File: src/rtl/command_issue_control.sv
// rtl/command_issue_control.sv - PSL command issue stage: restart/normal merge, tag allocation, credit limit
package credit_pkg;
    localparam int CREDITS_TOTAL = 16;

    typedef struct packed {
        logic [7:0]  opcode;
        logic [2:0]  abt;
        logic [7:0]  tag;
        logic [31:0] address;
    } command_t;

    typedef struct packed {
        logic     valid;
        command_t cmd;
    } command_buffer_line_t;

    typedef struct packed {
        logic       valid;
        logic [7:0] tag;
        logic [7:0] response;
    } response_interface_t;
endpackage

module command_issue_control #(
    parameter int CREDITS_TOTAL      = credit_pkg::CREDITS_TOTAL,
    parameter int TAG_COUNT          = 256,
    parameter int RESTART_FIFO_DEPTH = CREDITS_TOTAL
) (
    input  logic                             clock,
    input  logic                             rstn,
    input  logic                             enabled_in,
    input  credit_pkg::command_buffer_line_t command_in,
    output logic                             command_in_ready,
    input  credit_pkg::command_buffer_line_t restart_command_in,
    input  logic                             restart_pending_in,
    input  credit_pkg::response_interface_t  response_in,
    output credit_pkg::command_buffer_line_t command_out,
    output logic [0:7]                       command_tag_out,
    output logic [0:7]                       credits_out,
    output logic                             restart_fifo_overflow
);
    localparam int TW = (TAG_COUNT > 1) ? $clog2(TAG_COUNT) : 1;
    localparam int FW = (RESTART_FIFO_DEPTH > 1) ? $clog2(RESTART_FIFO_DEPTH) : 1;
    localparam int CW = $clog2(RESTART_FIFO_DEPTH + 1);

    logic                             enabled_q, enabled_d;
    logic [TAG_COUNT-1:0]             busy_q, busy_d;
    logic [TW-1:0]                    tag_ptr_q, tag_ptr_d;
    logic [7:0]                       credits_q, credits_d;
    credit_pkg::command_buffer_line_t command_out_q, command_out_d;
    logic                             overflow_q, overflow_d;
    logic [FW-1:0]                    rd_ptr_q, rd_ptr_d, wr_ptr_q, wr_ptr_d;
    logic [CW-1:0]                    count_q, count_d;
    credit_pkg::command_buffer_line_t fifo_mem [RESTART_FIFO_DEPTH];

    logic             fifo_empty, fifo_full, push, pop;
    logic             tag_free, can_issue, issue_wanted, issue_normal, issue;
    credit_pkg::command_t issue_cmd;

    assign fifo_empty   = (count_q == '0);
    assign fifo_full    = (count_q == CW'(RESTART_FIFO_DEPTH));
    assign push         = restart_command_in.valid && !fifo_full;
    assign tag_free     = ~busy_q[tag_ptr_q];
    assign can_issue    = (credits_q != 8'd0) && tag_free;
    assign pop          = enabled_q && !fifo_empty && can_issue;
    assign command_in_ready = enabled_q && !restart_pending_in && fifo_empty && can_issue;
    assign issue_normal = command_in.valid && command_in_ready;
    assign issue        = pop || issue_normal;
    // A busy tag under the pointer with work waiting makes the pointer scan forward.
    assign issue_wanted = enabled_q && (credits_q != 8'd0) &&
                          (!fifo_empty || (command_in.valid && !restart_pending_in));

    always_comb begin
        enabled_d     = enabled_in;
        busy_d        = busy_q;
        tag_ptr_d     = tag_ptr_q;
        credits_d     = credits_q;
        command_out_d = '0;
        overflow_d    = overflow_q | (restart_command_in.valid & fifo_full);
        rd_ptr_d      = rd_ptr_q;
        wr_ptr_d      = wr_ptr_q;
        count_d       = count_q + CW'(push) - CW'(pop);

        issue_cmd     = pop ? fifo_mem[rd_ptr_q].cmd : command_in.cmd;
        issue_cmd.tag = 8'(tag_ptr_q);

        if (issue_wanted) begin
            tag_ptr_d = (tag_ptr_q == TW'(TAG_COUNT - 1)) ? '0 : tag_ptr_q + TW'(1);
        end

        if (response_in.valid) begin
            busy_d[response_in.tag[TW-1:0]] = 1'b0;
        end
        if (issue) begin
            busy_d[tag_ptr_q]   = 1'b1;
            command_out_d.valid = 1'b1;
            command_out_d.cmd   = issue_cmd;
        end

        if (issue && !response_in.valid) begin
            credits_d = credits_q - 8'd1;
        end else if (!issue && response_in.valid && credits_q != 8'(CREDITS_TOTAL)) begin
            credits_d = credits_q + 8'd1;
        end

        if (push) begin
            wr_ptr_d = (wr_ptr_q == FW'(RESTART_FIFO_DEPTH - 1)) ? '0 : wr_ptr_q + FW'(1);
        end
        if (pop) begin
            rd_ptr_d = (rd_ptr_q == FW'(RESTART_FIFO_DEPTH - 1)) ? '0 : rd_ptr_q + FW'(1);
        end
    end

    always_ff @(posedge clock or negedge rstn) begin
        if (!rstn) begin
            enabled_q     <= 1'b0;
            busy_q        <= '0;
            tag_ptr_q     <= '0;
            credits_q     <= 8'(CREDITS_TOTAL);
            command_out_q <= '0;
            overflow_q    <= 1'b0;
            rd_ptr_q      <= '0;
            wr_ptr_q      <= '0;
            count_q       <= '0;
        end else begin
            enabled_q     <= enabled_d;
            busy_q        <= busy_d;
            tag_ptr_q     <= tag_ptr_d;
            credits_q     <= credits_d;
            command_out_q <= command_out_d;
            overflow_q    <= overflow_d;
            rd_ptr_q      <= rd_ptr_d;
            wr_ptr_q      <= wr_ptr_d;
            count_q       <= count_d;
        end
    end

    // Storage only; occupancy lives in count_q so stale entries are never read.
    always_ff @(posedge clock) begin
        if (push) begin
            fifo_mem[wr_ptr_q] <= restart_command_in;
        end
    end

    assign command_out           = command_out_q;
    assign command_tag_out       = command_out_q.cmd.tag;
    assign credits_out           = credits_q;
    assign restart_fifo_overflow = overflow_q;
endmodule

File: config.mk
export PLATFORM = sky130hd
export DESIGN_NAME = command_issue_control
export DESIGN_NICKNAME = d
export VERILOG_FILES = /design/src/rtl/command_issue_control.sv
export SDC_FILE = /design/constraint.sdc
export NUM_CORES = 1
export LEC_CHECK = 0
export ABC_AREA = 1
export ABC_CLOCK_PERIOD_IN_PS = 11150
export CORE_MARGIN = 2
export CORE_UTILIZATION = 65
export DETAILED_ROUTE_END_ITERATION = 8
export PLACE_DENSITY_LB_ADDON = 0.1
export SLEW_MARGIN = 40
export SYNTH_ARGS = -nofsm -noshare
export SYNTH_HDL_FRONTEND = slang
export SYNTH_SLANG_ARGS = --single-unit
File: constraint.sdc
create_clock -name clock -period 11.15 [get_ports clock]
set_clock_uncertainty 0.15 [all_clocks]
set_input_delay 2.23 -clock clock [delete_from_list [all_inputs] [get_ports clock]]
set_output_delay 2.23 -clock clock [all_outputs]
set_load 0.005 [all_outputs]
After elaboration in Yosys (flattened, before gate mapping) --
Memory sizes are Yosys's and may differ from the RTL's. Index checks and enable logic that the tools add are counted.
Word-level totals: word-level logic and storage cells 79, RAM bits 832, output and inout bits 70, register bits after elaboration 339, memories kept 1
Operators by class: $add $sub $neg 7, equal/unequal tests 5, muxes and demuxes 17, bitwise logic cells 6, $lt $le $gt $ge 4, reduce and logical (&&, ||, !) cells 26
Memories:
- fifo_mem | words 16, width 52, read ports 1, clocked after memory_dff 0, wr ports 1, line 54 | credit_pkg::command_buffer_line_t fifo_mem [RESTART_FIFO_DEPTH];
Operators by type and width (count):
- $mux W256 | 2
- $and A256 B256 Y256 | 1
- $not A256 Y256 | 1
- $or A256 B256 Y256 | 1
- $mux W52 | 1
- $mux W51 | 1
- $mux W8 | 3
- $lt A8 B9 Y1 const B | 2
- $add A8 B1 Y8 const B | 2
- $demux W1 S8 | 2
- $ge A8 B1 Y1 const B | 2
- $logic_and A1 B1 Y1 | 16
- $add A4 B1 Y4 const B | 2
- $bmux W1 S8 | 1
- $eq A4 B4 Y1 const B | 2
- $eq A8 B8 Y1 const B | 1
- $mux W4 | 2
- $ne A8 B5 Y1 const B | 1
- $reduce_bool A8 Y1 | 1
- $sub A8 B1 Y8 const B | 1
- $add A5 B1 Y5 | 1
- $eq A5 B5 Y1 const B | 1
- $logic_not A1 Y1 | 5
- $logic_not A5 Y1 | 1
- 7 further kinds | 12

Longest topological paths before layout --
Gate-level depths: netlist (run 1).
depth after elaboration 12, mapped depth 33, depth with buffers taken out 30

Worst setup path after synthesis (run 1) --
OpenSTA, ideal clock, no wires.
path type input to register, from input port restart_command_in[51] (netlist bit), to memory fifo_mem[11][0] (netlist bit), enable pin, data arrival time 4.427 ns, stages on the path 4, data required time 10.556 ns, library setup time 0.444 ns, path buffers 0, path slack 6.129 ns, cells stage by stage nand2_1 > inv_1 > nand2_1 > nor2_1
On the way: cells in the longest elaborated chain, start to end 3
RTL lines:
- from (decl) | line 34 | input credit_pkg::command_buffer_line_t restart_command_in,
- $logic_and A1 B1 Y1 | line 62 | assign push = restart_command_in.valid && !fifo_full;
- $mux W1 | line 140 | if (push) begin
- $mux W1 (implied by the code) | line 141 | fifo_mem[wr_ptr_q] <= restart_command_in;
- to (decl) | line 54
Every way passes these cells.

Worst setup path after layout (run 1) --
from register tag_ptr_q[0], to output port command_in_ready
On the way: cells in the longest elaborated chain, start to end 5
RTL lines:
- from (decl) | line 48 | logic [TW-1:0] tag_ptr_q, tag_ptr_d;
- from (signal assigned) | line 128 | tag_ptr_q <= tag_ptr_d;
- $bmux W1 S8 | line 63 | assign tag_free = ~busy_q[tag_ptr_q];
- $mux W1 (implied by the code) | line 63
- $not A1 Y1 | line 63
- $logic_and A1 B1 Y1 | line 64 | assign can_issue = (credits_q != 8'd0) && tag_free;
- $logic_and A1 B1 Y1 | line 66 | assign command_in_ready = enabled_q && !restart_pending_in && fifo_empty && can_issue;
- to (decl) | line 33 | output logic command_in_ready,
Every way passes these cells. The select of a mux whose other input is x is not followed.

==> impl_metrics.ini, run 1 <==
[clock_network]
clock_sinks = 1027
clkTransAtPathRegs_ps = 60
cts_made_buffers = 101
clkLatencyLatePin_ps = 680
cts_tree = done
cts-hold-fix-buffers = 0
htree_levels = 3
cts_resized = 0
clk_path_buf_depth = 3
clk_root_buffer_cell = clkbuf_16
postCtsSetupRepairBufs = 0

[worst_setup_path]
r2r-end = credits_out[5]$_DFFE_PN0P_
slowest_stage = dfrtp_4
crit_chain = inv_4, buf_4, buf_12, nand2_1, nand3_1, nand2_1, nand2_1, nand2_1, nor2_1, nor2_1, nor2_1, nand2_1, nand2_1, nand2_2, nor4_1, clkdlybuf4s50_1
worst_setup_path_start_kind = flop
r2r-start = tag_ptr_q[1]$_DFFE_PN0P_
crit_path_max_fanout = 60
crit_path_end_kind = output port
ff2ff_setup_slack_ps = 4790
cp_common_cell = nand2_1
critical-path-max-stage-delay_ps = 700
cp_data_arrival_time_ps = 4580
critical_path_required_ps = 8770
rr_worst_depth = 24
critPathKind = flop to output port

[global_routing]
track_usage_pct = 33.5
antenna_found_initial = 7
overflow = 0
grt_max_degree = 147
grt_pass1_vias = 31700
grt_pass1_wl_um = 179000

[sta]
report.final.setup_viol = 0
maxSlewHeadroom_pct = 38.6
period_minus_slack_ps = 6960
tightestPinTransition_ps = 918
min_period_over_period_pct = 62.4
final_hold_viol_count = 0
tns_ps = 0
fin_hold_ws_ps = 321
rsz0062_at_grt = false
fmax_mhz = 144
maxSlewViolCount = 0

[die]
initial_core_util_pct = 65.8
fp.coreArea_mm2 = 0.0673
io_pins = 195
die_w_um = 265
dieArea_mm2 = 0.0702
rows = 95
fp.dieH_um = 265

[cells_and_area]
multiInputGateArea_mm2 = 0.0131
fin_cells = 5243
syn_to_final_growth_pct = 13.6
fillers = 4550
drive_gt1_share_pct = 7.67
fin_nets = 4419
post-route-util_pct = 74.7
final-seq-area_mm2 = 0.0292

[synthesis]
synth_edf_count = 688
netlist_area_mm2 = 0.0443
synth_top_area_share_pct = 46.7
dominantRegCellSynth = edfxtp_1
synth_top_area_cell = edfxtp_1
syn-num-nets = 4366
avgSynthCellArea_um2 = 10.5
netlist_top_cells_count = nand2_1, edfxtp_1, o21ai_0
syn-instance-count = 4224
seq_area_frac_synth_pct = 65.8
synthDistinctLibCells = 49
ys_ff_latch = 1027
synth_most_common_cell = nand2_1
yosys_warnings = 0
yosys-top-cells-area = edfxtp_1, dfrtp_1, nand2_1, o21ai_0, nor2_1
synth-async-reset-ratio_pct = 33.0

[min_path]
hold_class = flop to flop
hold_depth = 1
min_delay_worst_endpoint = restart_fifo_overflow$_DFF_PN0_
hp-start = restart_fifo_overflow$_DFF_PN0_

[placed_design]
hpwl_um = 61800
place_inst = 5041
place.gp.congestion = 0.916
portBuffers = 170

[power_and_ir_drop]
p_total_mw = 13.3
switching_power_mw = 5.08
p_leak_nw = 19.7
powerDensity_mw_per_mm2 = 264
clkPwrFrac_pct = 26.7
ir_worst_vdd_uv = 209
p_seq_share_pct = 37.8
switching_share_pct = 38.2
intPower_mw = 8.20
power_frac_comb_pct = 35.4

[route]
vias_per_cell = 6.23
drt_first_pass_iters = 6
drcViolationCount = 0
vias = 32700
ant_nets = 0
first_iter_violations = 4004
wire_per_inst_um = 22.4
wl_um = 117000

[run]
maxCapViolCount = 0

[outcome]
outcome = finished, final reports clean
power by group through the flow:
stage	Combinational (mW)	Clock (mW)	Sequential, mW
floorplan	3.18	0	4.95
global placement	4.39	0	5.09
detailed placement	4.58	0	5.09
CTS	4.63	3.56	5.02
global route	5.13	3.72	5.08
finish	4.71	3.55	5.02
layout by cell type, fill, tap and decap left out, types with 56 or more instances in the layout:
| master | n |
|---|---|
| nor2_1 | 355 |
| edfxtp_1 | 688 |
| nand3_1 | 275 |
| clkdlybuf4s50_1 | 169 |
| o21ai_0 | 569 |
| inv_1 | 219 |
| o31ai_1 | 56 |
| clkbuf_16 | 101 |
| dfrtp_1 | 332 |
| nand2_1 | 941 |
| a21oi_1 | 144 |
logic make-up after synthesis:
kind of cell | synth area share (%)
multiplexers | 0.0226
buffers and inverters | 5.00
adder cells (fa/ha/maj) | 0.498
XOR/XNOR | 0.237
AND/OR/NAND/NOR | 15.1
flip-flops | 65.8
AO/OA/AOI/OAI | 13.3
stage by stage:
step | setup WS, ps | cell area (um2)
final | 4190 | 50300
after global routing | 3940 | 50300
after CTS | 4060 | 50100
after detailed placement | 4810 | 46600
after global placement | 4620 | 46300
after floorplan | 6130 | 44300
critical path: cells and delay by family, from the launching register on:
family | cells | cell delay [ps]
buffers and inverters | 4 | 1810
flip-flops | 1 | 700
AND/OR/NAND/NOR | 12 | 1250
metal layers:
metal	global-route usage, %	up-vias	wire [um]	part of all wire (%)
met1	43.4	15800	44800	38
li1	-	14900	-	-
met3	5.28	364	10100	8.6
met4	16.1	6	5370	4.6
met5	0	-	34	0.029
met2	55.7	1658	57100	49
state kept, by name (all words and copies together) (netlist names):
signal                 flops
enabled_q                  1
rd_ptr_q                   4
wr_ptr_q                   4
restart_fifo_overflow      1
command_out               44
command_tag_out            8
fifo_mem                 688
busy_q                   256
credits_out                8
tag_ptr_q                  8
count_q                    5
final cells by class:
cell class | instances | area share, %
sequential | 1027 | 58.0
multi-input combinational | 2671 | 26.1
clock buffer | 134 | 5.41
timing repair buffer | 244 | 4.99
tap | 873 | 2.17
inverter | 232 | 1.77
clock inverter | 58 | 1.55
antenna | 4 | 0.0199
how the worst max path moves through the flow:
| stage | startpoint | end | depth (start not counted) |
|---|---|---|---|
| 2_1_floorplan | restart_command_in[51] | fifo_mem[11][0]$_DFFE_PP_ | 4 |
| 3_3_place_gp | tag_ptr_q[0]$_DFFE_PN0P_ | command_in_ready | 15 |
| 3_5_place_dp | tag_ptr_q[0]$_DFFE_PN0P_ | command_in_ready | 15 |
| 4_1_cts | tag_ptr_q[0]$_DFFE_PN0P_ | command_in_ready | 15 |
| 5_1_grt | tag_ptr_q[0]$_DFFE_PN0P_ | command_in_ready | 16 |
| 6_report | tag_ptr_q[0]$_DFFE_PN0P_ | command_in_ready | 16 |
(Power assumes the default switching activity.)
==> run 2, diff against run 1 <==
Settings changed: ABC_CLOCK_PERIOD_IN_PS 11150 to 6000, CORE_UTILIZATION 65 to 55.
Clock period 11.15 ns to 6 ns, I/O delays scaled along.
==> run 2 against run 1 <==
  * Sequential cell count unchanged
  * Combinational power increased by 89%
  * Clock power increased by 93%
  * Sequential share of layout area decreased by 0.57 points
  * Clock-buffer cell count increased by 12
  * Power increased by 89%
  * Final area increased by 0.99%
  * Largest cell class unchanged
  * Critical path depth increased by 1
  * Die area increased by 18%
  * Setup slack got worse by 3300 ps
  * Wire length increased by 5.5%
  * Sequential power increased by 85%
==> impl_metrics.ini, run 2 (synthesis gave the netlist of run 1 again) <==
[die]
fp.dieH_um = 288
io_pins = 195
dieArea_mm2 = 0.0828
fp.coreArea_mm2 = 0.0802
initial_core_util_pct = 55.2
die_w_um = 288
rows = 104

[cells_and_area]
drive_gt1_share_pct = 8.21
final_cell_mix = nand2_1, edfxtp_1, o21ai_0, nor2_1, dfrtp_1
post-route-util_pct = 63.3
layout_commonest_cell = nand2_1
largest_register_ffs = 688
fin_nets = 4446
largest-register = fifo_mem
fin_cells = 5458
final_area_mm2 = 0.0508
final-seq-area_mm2 = 0.0292
multiInputGateArea_mm2 = 0.0131
fillers = 6488
syn_to_final_growth_pct = 14.7

[run]
maxCapViolCount = 0

[clock_network]
clk_root_buffer_cell = clkbuf_16
clock_sinks = 1027
cts_resized = 0
cts_tree = done
htree_levels = 3
cts-hold-fix-buffers = 0
clk_path_buf_depth = 3
postCtsSetupRepairBufs = 0
clkTransAtPathRegs_ps = 60
clkLatencyLatePin_ps = 700
cts_made_buffers = 106

[route]
wire_per_inst_um = 22.7
drcViolationCount = 0
first_iter_violations = 3327
wl_um = 124000
ant_nets = 0
vias = 32300
vias_per_cell = 5.92
drt_first_pass_iters = 6

[sta]
report.final.setup_viol = 0
fin_hold_ws_ps = 329
final_hold_viol_count = 0
tightestPinTransition_ps = 934
tns_ps = 0
maxSlewHeadroom_pct = 37.7
fin_ws_ps = 847
rsz0062_at_grt = false
maxSlewViolCount = 0
period_minus_slack_ps = 5150
fmax_mhz = 194
min_period_over_period_pct = 85.9

[global_routing]
grt_pass1_vias = 30500
overflow = 0
track_usage_pct = 29.9
antenna_found_initial = 7
grt_pass1_wl_um = 187000
grt_max_degree = 180

[power_and_ir_drop]
intPower_mw = 15.4
powerDensity_mw_per_mm2 = 493
power_frac_comb_pct = 35.5
switching_power_mw = 9.60
clkPwrFrac_pct = 27.4
p_seq_share_pct = 37.1
ir_worst_vdd_uv = 367
switching_share_pct = 38.3
p_total_mw = 25.0
p_leak_nw = 19.9

[placed_design]
dp_slack_ps = 1630
hpwl_um = 68200
place.gp.congestion = 1.04
portBuffers = 170
dpl-instance-area_mm2 = 0.0471
place_inst = 5255

[worst_setup_path]
worst_setup_path_start_kind = flop
slowest_stage = dfrtp_4
critical_path_required_ps = 4650
cp_common_cell = nand2_1
critical-path-max-stage-delay_ps = 500
crit_chain = inv_4, buf_12, buf_4, nand2_1, nand2_1, nand2_1, o21ai_1, nand2_1, nand2_1, nor2_1, nor2_1, nor2_1, nand2_1, nand2_1, nand2_2, nor4_1, clkdlybuf4s50_1
critPathKind = flop to output port
crit_path_end_kind = output port
cp_data_arrival_time_ps = 3800
ff2ff_setup_slack_ps = 1450
crit_path_max_fanout = 47

[outcome]
outcome = finished, final reports clean

[min_path]
hold_class = flop to flop
## run 2: cell count changes in the layout (fill, tap and decap cells not counted), moves of 5 or more
cell	delta
buf_4	+31
buf_6	-11
nor2_1	+8
clkbuf_16	+7
nor2_2	-7
clkbuf_8	+5
## run 2: layer usage
| layer | vias up | wire length [um] | track usage (%) | part of all wire (%) |
|---|---|---|---|---|
| met3 | 287 | 8930 | 4.33 | 7.2 |
| li1 | 14900 | - | - | - |
| met1 | 15800 | 50600 | 40.6 | 41 |
| met4 | 8 | 4730 | 11.3 | 3.8 |
| met2 | 1328 | 59600 | 49.1 | 48 |
| met5 | - | 51 | 0 | 0.041 |
## run 2: layout make-up
type / count / share of cell area, %
Antenna cell: 3 / 0.0148
Clock buffer: 146 / 5.84
Clock inverter: 53 / 1.37
Inverter: 232 / 1.76
Multi-Input combinational cell: 2671 / 25.8
Sequential cell: 1027 / 57.4
Tap cell: 1060 / 2.61
Timing Repair Buffer: 266 / 5.16
## run 2: power by group through the flow
stage	Clock (mW)	Combinational [mW]	Sequential, mW
floorplan	0	5.91	9.19
global placement	0	8.68	9.40
detailed placement	0	8.79	9.43
CTS	6.91	8.83	9.29
global route	7.20	9.75	9.42
finish	6.85	8.89	9.30
## run 2: final timing paths
check,cells past startpoint,from,end
min in group asynchronous,1,rstn,busy_q[160]$_DFF_PN0_
min,1,restart_fifo_overflow$_DFF_PN0_,restart_fifo_overflow$_DFF_PN0_
max reg2reg,25,tag_ptr_q[0]$_DFFE_PN0P_,count_q[4]$_DFF_PN0_
min reg2reg,1,restart_fifo_overflow$_DFF_PN0_,restart_fifo_overflow$_DFF_PN0_
max in group asynchronous,2,rstn,busy_q[129]$_DFF_PN0_
max,17,tag_ptr_q[0]$_DFFE_PN0P_,command_in_ready
## run 2: worst max-delay path: cells and delay by family, from the launching register on
| kind | cells | cell delay, ps |
|---|---|---|
| AND/OR/NAND/NOR | 12 | 1190 |
| buffers and inverters | 4 | 1330 |
| flip-flops | 1 | 500 |
| AO/OA/AOI/OAI | 1 | 100 |
